[src/rtl/dmem_port_arbiter.sv]
// dmem_port_arbiter: registered IDLE/BUSY/DONE sequencer sharing one data-memory port between core (0) and IO loader (1); define RR_ARB_EN for round-robin ties, else core wins ties
// Ports: clk/rstn (sync, active-low); core_mode blocks new IO grants;
//   req/we/addr/wdata 0,1 requester side with one-cycle done0/done1 and shared rdata;
//   busy, gnt_id status; mem_valid/mem_rw/mem_addr/mem_wdata to memory, mem_rdata/mem_ready back.
module dmem_port_arbiter #(
  parameter int ADDR_W = 32,
  parameter int DATA_W = 32
) (
  input  logic              clk,
  input  logic              rstn,
  input  logic              core_mode,
  input  logic              req0,
  input  logic              we0,
  input  logic [ADDR_W-1:0] addr0,
  input  logic [DATA_W-1:0] wdata0,
  output logic              done0,
  input  logic              req1,
  input  logic              we1,
  input  logic [ADDR_W-1:0] addr1,
  input  logic [DATA_W-1:0] wdata1,
  output logic              done1,
  output logic [DATA_W-1:0] rdata,
  output logic              busy,
  output logic              gnt_id,
  output logic              mem_valid,
  output logic              mem_rw,
  output logic [ADDR_W-1:0] mem_addr,
  output logic [DATA_W-1:0] mem_wdata,
  input  logic [DATA_W-1:0] mem_rdata,
  input  logic              mem_ready
);
  typedef enum logic [1:0] {IDLE, BUSY, DONE} state_t;
  state_t state;
  logic   any_req;
  logic   pick1;
`ifdef RR_ARB_EN
  // granted_once keeps gnt_id's reset value from handing the very first tie to IO
  logic   granted_once;
  always_comb pick1 = req1 & ~core_mode & (~req0 | (granted_once & ~gnt_id));
`else
  always_comb pick1 = req1 & ~core_mode & ~req0;
`endif
  always_comb any_req = req0 | (req1 & ~core_mode);
  always_ff @(posedge clk) begin
    if (!rstn) begin
      state     <= IDLE;
      mem_valid <= 1'b0;
      done0     <= 1'b0;
      done1     <= 1'b0;
      busy      <= 1'b0;
      gnt_id    <= 1'b0;
      mem_rw    <= 1'b0;
      mem_addr  <= '0;
      mem_wdata <= '0;
      rdata     <= '0;
`ifdef RR_ARB_EN
      granted_once <= 1'b0;
`endif
    end else begin
      case (state)
        IDLE: if (any_req) begin
          state     <= BUSY;
          mem_valid <= 1'b1;
          busy      <= 1'b1;
          gnt_id    <= pick1;
          mem_rw    <= pick1 ? we1 : we0;
          mem_addr  <= pick1 ? addr1 : addr0;
          mem_wdata <= pick1 ? wdata1 : wdata0;
`ifdef RR_ARB_EN
          granted_once <= 1'b1;
`endif
        end
        BUSY: if (mem_ready) begin
          state     <= DONE;
          mem_valid <= 1'b0;
          done0     <= ~gnt_id;
          done1     <= gnt_id;
          if (!mem_rw) rdata <= mem_rdata;
        end
        DONE: begin
          state <= IDLE;
          done0 <= 1'b0;
          done1 <= 1'b0;
          busy  <= 1'b0;
        end
        default: state <= IDLE;
      endcase
    end
  end
endmodule

[config.mk]
export PLATFORM = sky130hd
export DESIGN_NAME = dmem_port_arbiter
export DESIGN_NICKNAME = d
export VERILOG_FILES = /design/src/rtl/dmem_port_arbiter.sv
export SDC_FILE = /design/constraint.sdc
export NUM_CORES = 1
export LEC_CHECK = 0
export CAP_MARGIN = 20
export CORE_UTILIZATION = 40
export DETAILED_ROUTE_END_ITERATION = 8
export PLACE_DENSITY = 0.81
export SYNTH_ARGS = -nofsm -noshare
export SYNTH_HDL_FRONTEND = slang
export SYNTH_SLANG_ARGS = --single-unit
[constraint.sdc]
create_clock -name clk -period 1.5 [get_ports clk]
set_input_delay 0.3 -clock clk [delete_from_list [all_inputs] [get_ports clk]]
set_output_delay 0.3 -clock clk [all_outputs]
set_load 0.1 [all_outputs]
After elaboration in Yosys (flattened, before gate mapping). Cells that the tools add are included.

Eq/ne operators: 4. Muxes and demuxes: 14. Bitwise gates (word level): 7. Reductions and logical operators: 10.

Operators by type and width (number): 32-bit 2-to-1 mux (2); 1-bit case mux with 2 select lines (4); 2-bit AND reduction (4); 3-bit AND reduction (2); 2-bit nonzero test (3); 1-bit 2-to-1 mux (5); 2-bit 2-to-1 mux (2); 2-bit != test, second input constant (2); 1-bit inverter (4); 2-bit case mux with 2 select lines (1); 1-bit bitwise AND (2); 2-bit by 1-bit equality test with 1-bit output, second input constant (1); 2-bit equality test, second input constant (1); 2-bit zero test (1); 1-bit OR (1).

Register bits after elaboration: 104. Bits of input ports: 168. Output and inout port bits: 102.

Logic depth before layout (Yosys ltp). Gate-level depths: netlist of the first run.

Depth after elaboration: 5. Gate-level depth with buffers: 6. Gate-level depth less buffers: 3.

Worst setup path before layout of the first run. OpenSTA, ideal clock, no wires.

Kind: flip-flop to flip-flop. Start: register mem_rw. End: register rdata[10]. Arrival time: 1.854 ns. Path slack: -0.425 ns. Stages on the path, launching flop included: 6. Period minus slack after synthesis: 1.925 ns. Cells stage by stage: dfxtp_1 nand4bb_1 clkbuf_1 clkbuf_1 nand2_1 a21oi_1.

Longest elaborated chain between the ends: 2.

Ends and longest elaborated chain: start: declaration (line 26) `output logic mem_rw,`; start signal: assignment (line 66) `mem_rw <= pick1 ? we1 : we0;`; 1-bit inverter (no source line); 3-bit AND reduction (no source line); end signal: assignment (line 78) `if (!mem_rw) rdata <= mem_rdata;`; end: declaration (line 22) `output logic [DATA_W-1:0] rdata,`.

Every way passes these cells. A chain may end at the register's enable or synchronous reset.

Worst setup path in the final report of the first run.
Start: input port req1. End: register mem_addr[8].

Longest elaborated chain between the ends: 3.

Ends and longest elaborated chain: start: declaration (line 17) `input logic req1,`; 1-bit bitwise AND * (line 41, 43); 1-bit bitwise AND / 1-bit OR (equally long branches) (line 41, 43); 32-bit 2-to-1 mux / 2-bit AND reduction (equally long branches); end signal: assignment (line 67) `mem_addr <= pick1 ? addr1 : addr0;`; end: declaration (line 27) `output logic [ADDR_W-1:0] mem_addr,`.

Mark *: on every way between the ends. The rest lies on a longest branch, timed or not.

==> metrics, run 1 <==
Setup WS post-layout -14.4 ps; Crit. End Element flop; DRC violations left 0; core footprint 12700 µm²; io pins 270; Vias approximately 6000; HP Class primary input to flop; post-DP HPWL between 10000 and 15000 µm; Final Max Slew Viols 0; Die Wd 116 µm; 1st-iter DRT viols 392; Final nets ~1000; slowest stage delay, CP 420 ps; pre-CTS setup slack -403 ps; first-pass GRT wire length 29700 µm; worst vdd ir 0.000631 V; sequential-to-total area share from yosys stat approximately two fifths; Post-Synthesis Cells between 600 and 700; max_cap viols 0; outcome finished with violations; total power a little over 10000 µW; Starting Density 41.2%; H-Tree Depth 3; Power Dens Cells between 1000 and 1500 nW/µm²; mapped cell area roughly 5200 µm²; CTS Buffer Depth 2; final hold viol count 0; total CTS buffers 9; die area roughly 14000 µm²; mux contribution to synthesized area 0%; CP cell instances clkdlybuf4s15_1, nor2b_4, bufbuf_16, o31ai_1, a2111oi_2; Setup TNS -14.4 ps; most common cell after layout, fill and taps aside clkdlybuf4s50_1; clock slew at reported path FFs 70 ps; Worst Tran Pin Value ~600 ps; total global routing overflow 0; placed cell areas 9280 µm²; Bufs and invs on worst path 2; Yosys reg bits 104; TritonCTS clock tree built; Final period util 101%; CP max-delay cell a2111oi_2; Core Util, Final 77.1%; Leak Pwr ~0.0038 µW; slew margin rel. 61.1%; final wirelength roughly 20000 µm; largest net degree at the start of global routing 43; router iterations before antenna repair 7; vias per cell ~5.7; worst hold start rstn; fmax 660 MHz; crit-path leading delay family buffers and inverters; Tot GR Track Use between 20% and 30%; CTS Hold Bufs 0; Crit. Startpoint req1; Die Height about 120 µm; post-synthesis adder-cell area fraction 0%; critical path class primary input to flop; most frequent cells in the layout clkdlybuf4s50_1, buf_12, inv_1, nand2_1; layout cells sized above 1 between 30% and 40%; Sink Count around 100; Rows 41; CP Max Fanout 10; Synth Area in XOR/XNOR 0%; failing checks setup timing; Final ANT Viol Nets 0; synth warn 0; main combinational cell family by area after synthesis compound AO/OA/AOI/OAI gates; post-synthesis simple-gate area fraction about 17%; Yosys cell types 33; vias in the first global route roughly 6100; initial antenna violation count 0; Layout area overhead 87.2%; Synth Area in Compound Gates around a third; crit path DAT 1720 ps; Clock Latency Late Sink 340 ps; final setup vio count 1; Clock Tree Root clkbuf_16; Worst EP required approximately 1700 ps; # port buffers 269; skew final between 10 and 15 ps; # fillers about 820; number of diodes 0; Final min period ~1500 ps; fin area 9760 µm²; synthesized area per cell 8.41 µm²; Critical Path Start Type primary input; Final Wtd Congestion just over 0.8; Post-Syn Nets approximately 790; Avg WL per Cell roughly 19 µm; FF-to-FF Start state[1]
repair_timing:
| action | 4_1_cts | 5_1_grt |
|---|---|---|
| cloned | 3 | 1 |
| pin swaps | 1 | 1 |
| resized for setup | 9 | 4 |
| setup buffers | 2 | 2 |
| endpoints found under the setup margin | 19 | 6 |
where the power goes:
group          internal, µW  switching [µW]  total, µW
combinational          1770            2640       4410
sequential             3040             323       3370
clock                  1340            1050       2390
worst reg2reg max path, stage by stage (launching register included):
cell and delay, ps:
dfxtp_1 310, buf_4 170, nor2_4 140, buf_12 130
clkbuf_16 160, nor2_1 90, a2111oi_2 360
final cells by class:
cell class	count	area (µm²)	area share, %
Clock buffer	11	243	2.49
Clock inverter	5	56.3	0.577
Tap cell	172	215	2.20
Multi-Input combinational cell	382	2590	26.6
Sequential cell	104	2160	22.2
Timing Repair Buffer	302	4230	43.3
Inverter	69	259	2.65
metrics by stage:
stage                     hold slack, ps  instances
after detailed placement             486       1021
after global placement               479       1021
after floorplan                      432        620
final                                443       1045
after global routing                 447       1045
after CTS                            431       1042
path summary, 6_finish.rpt:
check                                     to  slack, ps  cells past startpoint
worst min-delay path            mem_wdata[1]        440                      4
worst min register to register     rdata[12]        490                      2
worst max-delay path             mem_addr[8]        -10                      5
worst max register to register   mem_addr[8]         10                      6
Yosys cell counts:
master     count  area share (%)
a2111oi_0      8             1.3
a2111oi_1      1            0.19
a2111oi_2     56              16
a211oi_1       1            0.14
a21oi_1       37             3.6
a31o_2         1            0.17
a31oi_1        2            0.24
and3_1         1            0.12
and4bb_1       1            0.24
buf_1          3            0.22
buf_2         23             2.2
buf_4          9             1.3
buf_6          1            0.22
clkbuf_1      28             2.0
clkbuf_2       1           0.096
dfxtp_1      104              40
inv_1         67             4.8
inv_2          2            0.14
nand2_1       66             4.7
nand2b_1       1            0.12
nand3_1        2            0.19
nand4bb_1      1            0.22
nor2_1        65             4.7
nor2_2         1            0.12
nor2b_1        2            0.24
nor3_1        65             6.2
nor3_2         1            0.19
nor4bb_1       1            0.19
o21ai_1        1           0.096
o221a_1        1            0.22
o311a_1        1            0.19
o31ai_1       65             9.4
or2_4          1            0.17
cell families (layout without fill, tap and decap cells):
family / after synthesis / after routing
simple gates: 208 / 208
compound gates: 174 / 174
buf+inv: 134 / 387
flops: 104 / 104
registers in the layout, summed over array words and instances (netlist names), 2 cells and up:
register and cells:
mem_addr 32, mem_wdata 32, rdata 32, state 2
per-layer routing:
layer | vias to the layer above | wire (µm) | GRT usage, %
met5 | - | 0 | 0
met4 | 0 | 687 | 14.6
met3 | 53 | 1680 | 6.90
met2 | 340 | 9990 | 50.9
met1 | 2834 | 7370 | 30.3
li1 | 2698 | - | -
Power figures use the tool's default switching activity.
==> inputs of run 2 (changes only) <==
Settings changed: CTS_CLUSTER_DIAMETER set to 60.
==> results of run 2 <==
Final layout, timing and power as in run 1 (identical DEF).
==> inputs of run 3 (changes only) <==
--- a/config.mk
+++ b/config.mk
@@ -15 +15,2 @@
 export SYNTH_SLANG_ARGS = --single-unit
+export TNS_END_PERCENT = 50
==> constraint.sdc (replaced) <==
create_clock -name clk -period 1.5 [get_ports clk]
set_input_delay 0.225 -clock clk [delete_from_list [all_inputs] [get_ports clk]]
set_output_delay 0.225 -clock clk [all_outputs]
set_load 0.1 [all_outputs]
==> run 3 against run 2 <==
Net effect:
- the run now ends clean
- die area unchanged
- first-iteration DRC count is 21% lower
- sequential cell count is the same
- core utilization decreased by 1.8 points
- sequential share of layout area decreased by 0.11 points
- critical path depth is the same
- global-route usage is 0.48 points lower
==> metrics, run 3 (synthesis gave the netlist of run 1 again) <==
outcome completed (was finished with violations); Final min period 1470 ps (was 1510 ps); internal power 6220 µW (was 6160 µW); vias per cell 5.54 (was 5.67); final wirelength 18600 µm (was 19700 µm); fmax 682 MHz (was 660 MHz); total global routing overflow 0 (unchanged); largest net degree at the start of global routing 44 (was 43); final hold viol count 0 (unchanged); slowest stage delay, CP 500 ps (was 420 ps); most common cell after layout, fill and taps aside clkdlybuf4s50_1 (unchanged); Power Dens Cells 1070 nW/µm² (was 1040 nW/µm²); r2r endpoint mem_addr[10] (was mem_addr[8]); Vias 5753 (was 5925); Final Max Slew Viols 0 (unchanged); worst hold start rstn (unchanged); Worst EP required 1720 ps (was 1710 ps); core footprint 12700 µm² (unchanged); Net Sw Frac 39.0% (was 39.4%); initial antenna violation count 0 (unchanged); # fillers 842 (was 823); Sink Count 104 (unchanged); Leak Pwr 0.00370 µW (was 0.00380 µW); critical path class primary input to flop (unchanged); Avg WL per Cell 18.0 µm (was 18.9 µm); Final Wtd Congestion 0.794 (was 0.817); Hold Crit Depth 4 (unchanged); Tot GR Track Use 27.6% (was 28.1%); Final nets 1029 (was 1036); H-Tree Depth 3 (unchanged); Setup TNS 0 ps (was -14.4 ps); number of diodes 0 (unchanged); postcts setup bufs 0 (was 2); Hold Path End mem_addr[0] (was mem_wdata[1]); CP cell instances clkdlybuf4s50_1, nor2b_4, buf_12, o31ai_1, a2111oi_1 (was clkdlybuf4s15_1, nor2b_4, bufbuf_16, o31ai_1, a2111oi_2); Rows 41 (unchanged); Layout area overhead 82.9% (was 87.2%); Die Wd 116 µm (unchanged); DRC violations left 0 (unchanged); worst vdd ir 0.000570 V (was 0.000631 V); FF-to-FF Start state[1] (unchanged); Final period util 97.7% (was 101%); Starting Density 41.2% (unchanged); pre-CTS setup slack -349 ps (was -403 ps); CP Max Fanout 28 (was 10); vias in the first global route 5882 (was 6128); post-DP HPWL 13900 µm (was 14200 µm); 1st-iter DRT viols 309 (was 392); Core Util, Final 75.3% (was 77.1%); first-pass GRT wire length 29100 µm (was 29700 µm); Clock Latency Late Sink 350 ps (was 340 ps); HP Class primary input to flop (unchanged); Crit. End Element flop (unchanged); Worst Tran Pin Value 585 ps (was 583 ps); layout cells sized above 1 26.1% (was 32.2%); router iterations before antenna repair 5 (was 7); sequential share of power 32.7% (was 33.1%); Clock Tree Root clkbuf_16 (unchanged); crit path DAT 1690 ps (was 1720 ps); biggest regs mem_addr: 32 flops, mem_wdata: 32 flops, rdata: 32 flops (unchanged); slew margin rel. 60.9% (was 61.1%); RSZ-0062 raised after global routing yes; TritonCTS clock tree built (unchanged); Final ANT Viol Nets 0 (unchanged); max_cap viols 0 (unchanged); total CTS buffers 9 (unchanged); most frequent cells in the layout clkdlybuf4s50_1, buf_12, dfxtp_1, inv_1, nand2_1 (was clkdlybuf4s50_1, buf_12, inv_1, nand2_1); worst r2r path cells 4 (was 6); skew final 5.09 ps (was 10.9 ps); logic gate share of total power 42.0% (was 43.4%); final setup vio count 0 (was 1); # port buffers 269 (unchanged); io pins 270 (unchanged); Critical Path Start Type primary input (unchanged); Die Height 116 µm (unchanged); CTS Buffer Depth 2 (unchanged); clock network fraction of total power 25.2% (was 23.5%); CP max-delay cell clkdlybuf4s50_1 (was a2111oi_2); clock slew at reported path FFs 70 ps (about the same); Hold WS 375 ps (was 443 ps); NetSw 3980 µW (was 4010 µW); Setup WS post-layout 34.7 ps (was -14.4 ps); R2R setup slack 50 ps (was 10 ps); die area 13500 µm² (unchanged)
[run 3: worst max path at each step]
| stage | start | endpoint | slack [ps] | cells past startpoint |
|---|---|---|---|---|
| final | req1 | mem_wdata[11] | 30 | 5 |
| after global routing | state[1] | mem_addr[10] | -30 | 4 |
| after CTS | req1 | mem_wdata[0] | 4 | 5 |
| after detailed placement | req1 | mem_wdata[0] | -350 | 5 |
| after global placement | core_mode | mem_wdata[2] | -280 | 5 |
| after floorplan | mem_addr[18] | mem_addr[18] | -80 | 2 |
[run 3: through the flow]
stage	cells	power, µW	instance area (µm²)
after floorplan	620	5820	5240
after global placement	1022	7580	9190
after detailed placement	1022	7670	9190
after CTS	1038	10200	9520
after global routing	1038	10500	9540
final	1038	10200	9540
[run 3: worst max-delay path: cells and delay by family]
kind            cells  cell delay (ps)
compound gates      2              500
simple gates        1              230
buf+inv             2              710
[run 3: cell type report]
class | instances | area [µm²] | area share [%]
Timing Repair Buffer | 295 | 4040 | 42.3
Multi-Input combinational cell | 382 | 2590 | 27.2
Sequential cell | 104 | 2100 | 22.1
Inverter | 69 | 259 | 2.71
Clock buffer | 10 | 239 | 2.50
Tap cell | 172 | 215 | 2.26
Clock inverter | 6 | 91.3 | 0.957
[run 3: power groups by stage]
stage	logic [µW]	registers, µW	clock network (µW)
global placement	4210	3380	0
global route	4450	3360	2730
floorplan	917	4900	0
detailed placement	4280	3390	0
CTS	4290	3330	2610
finish	4290	3340	2580
[run 3: repair_timing]
action / 4_1_cts / 5_1_grt
hold buffers: 0 / 0
setup endpoints to repair: 0 / 17
hold endpoints to repair: 0 / 0
gates resized for setup: 0 / 9
[run 3: routing by layer]
metal | part of all wire, % | track usage (%) | up-vias
li1 | - | - | 2676
met5 | 0 | 0 | -
met1 | 37 | 30.8 | 2712
met3 | 9.3 | 8.25 | 47
met2 | 50 | 49.2 | 318
met4 | 3.2 | 10.9 | 0
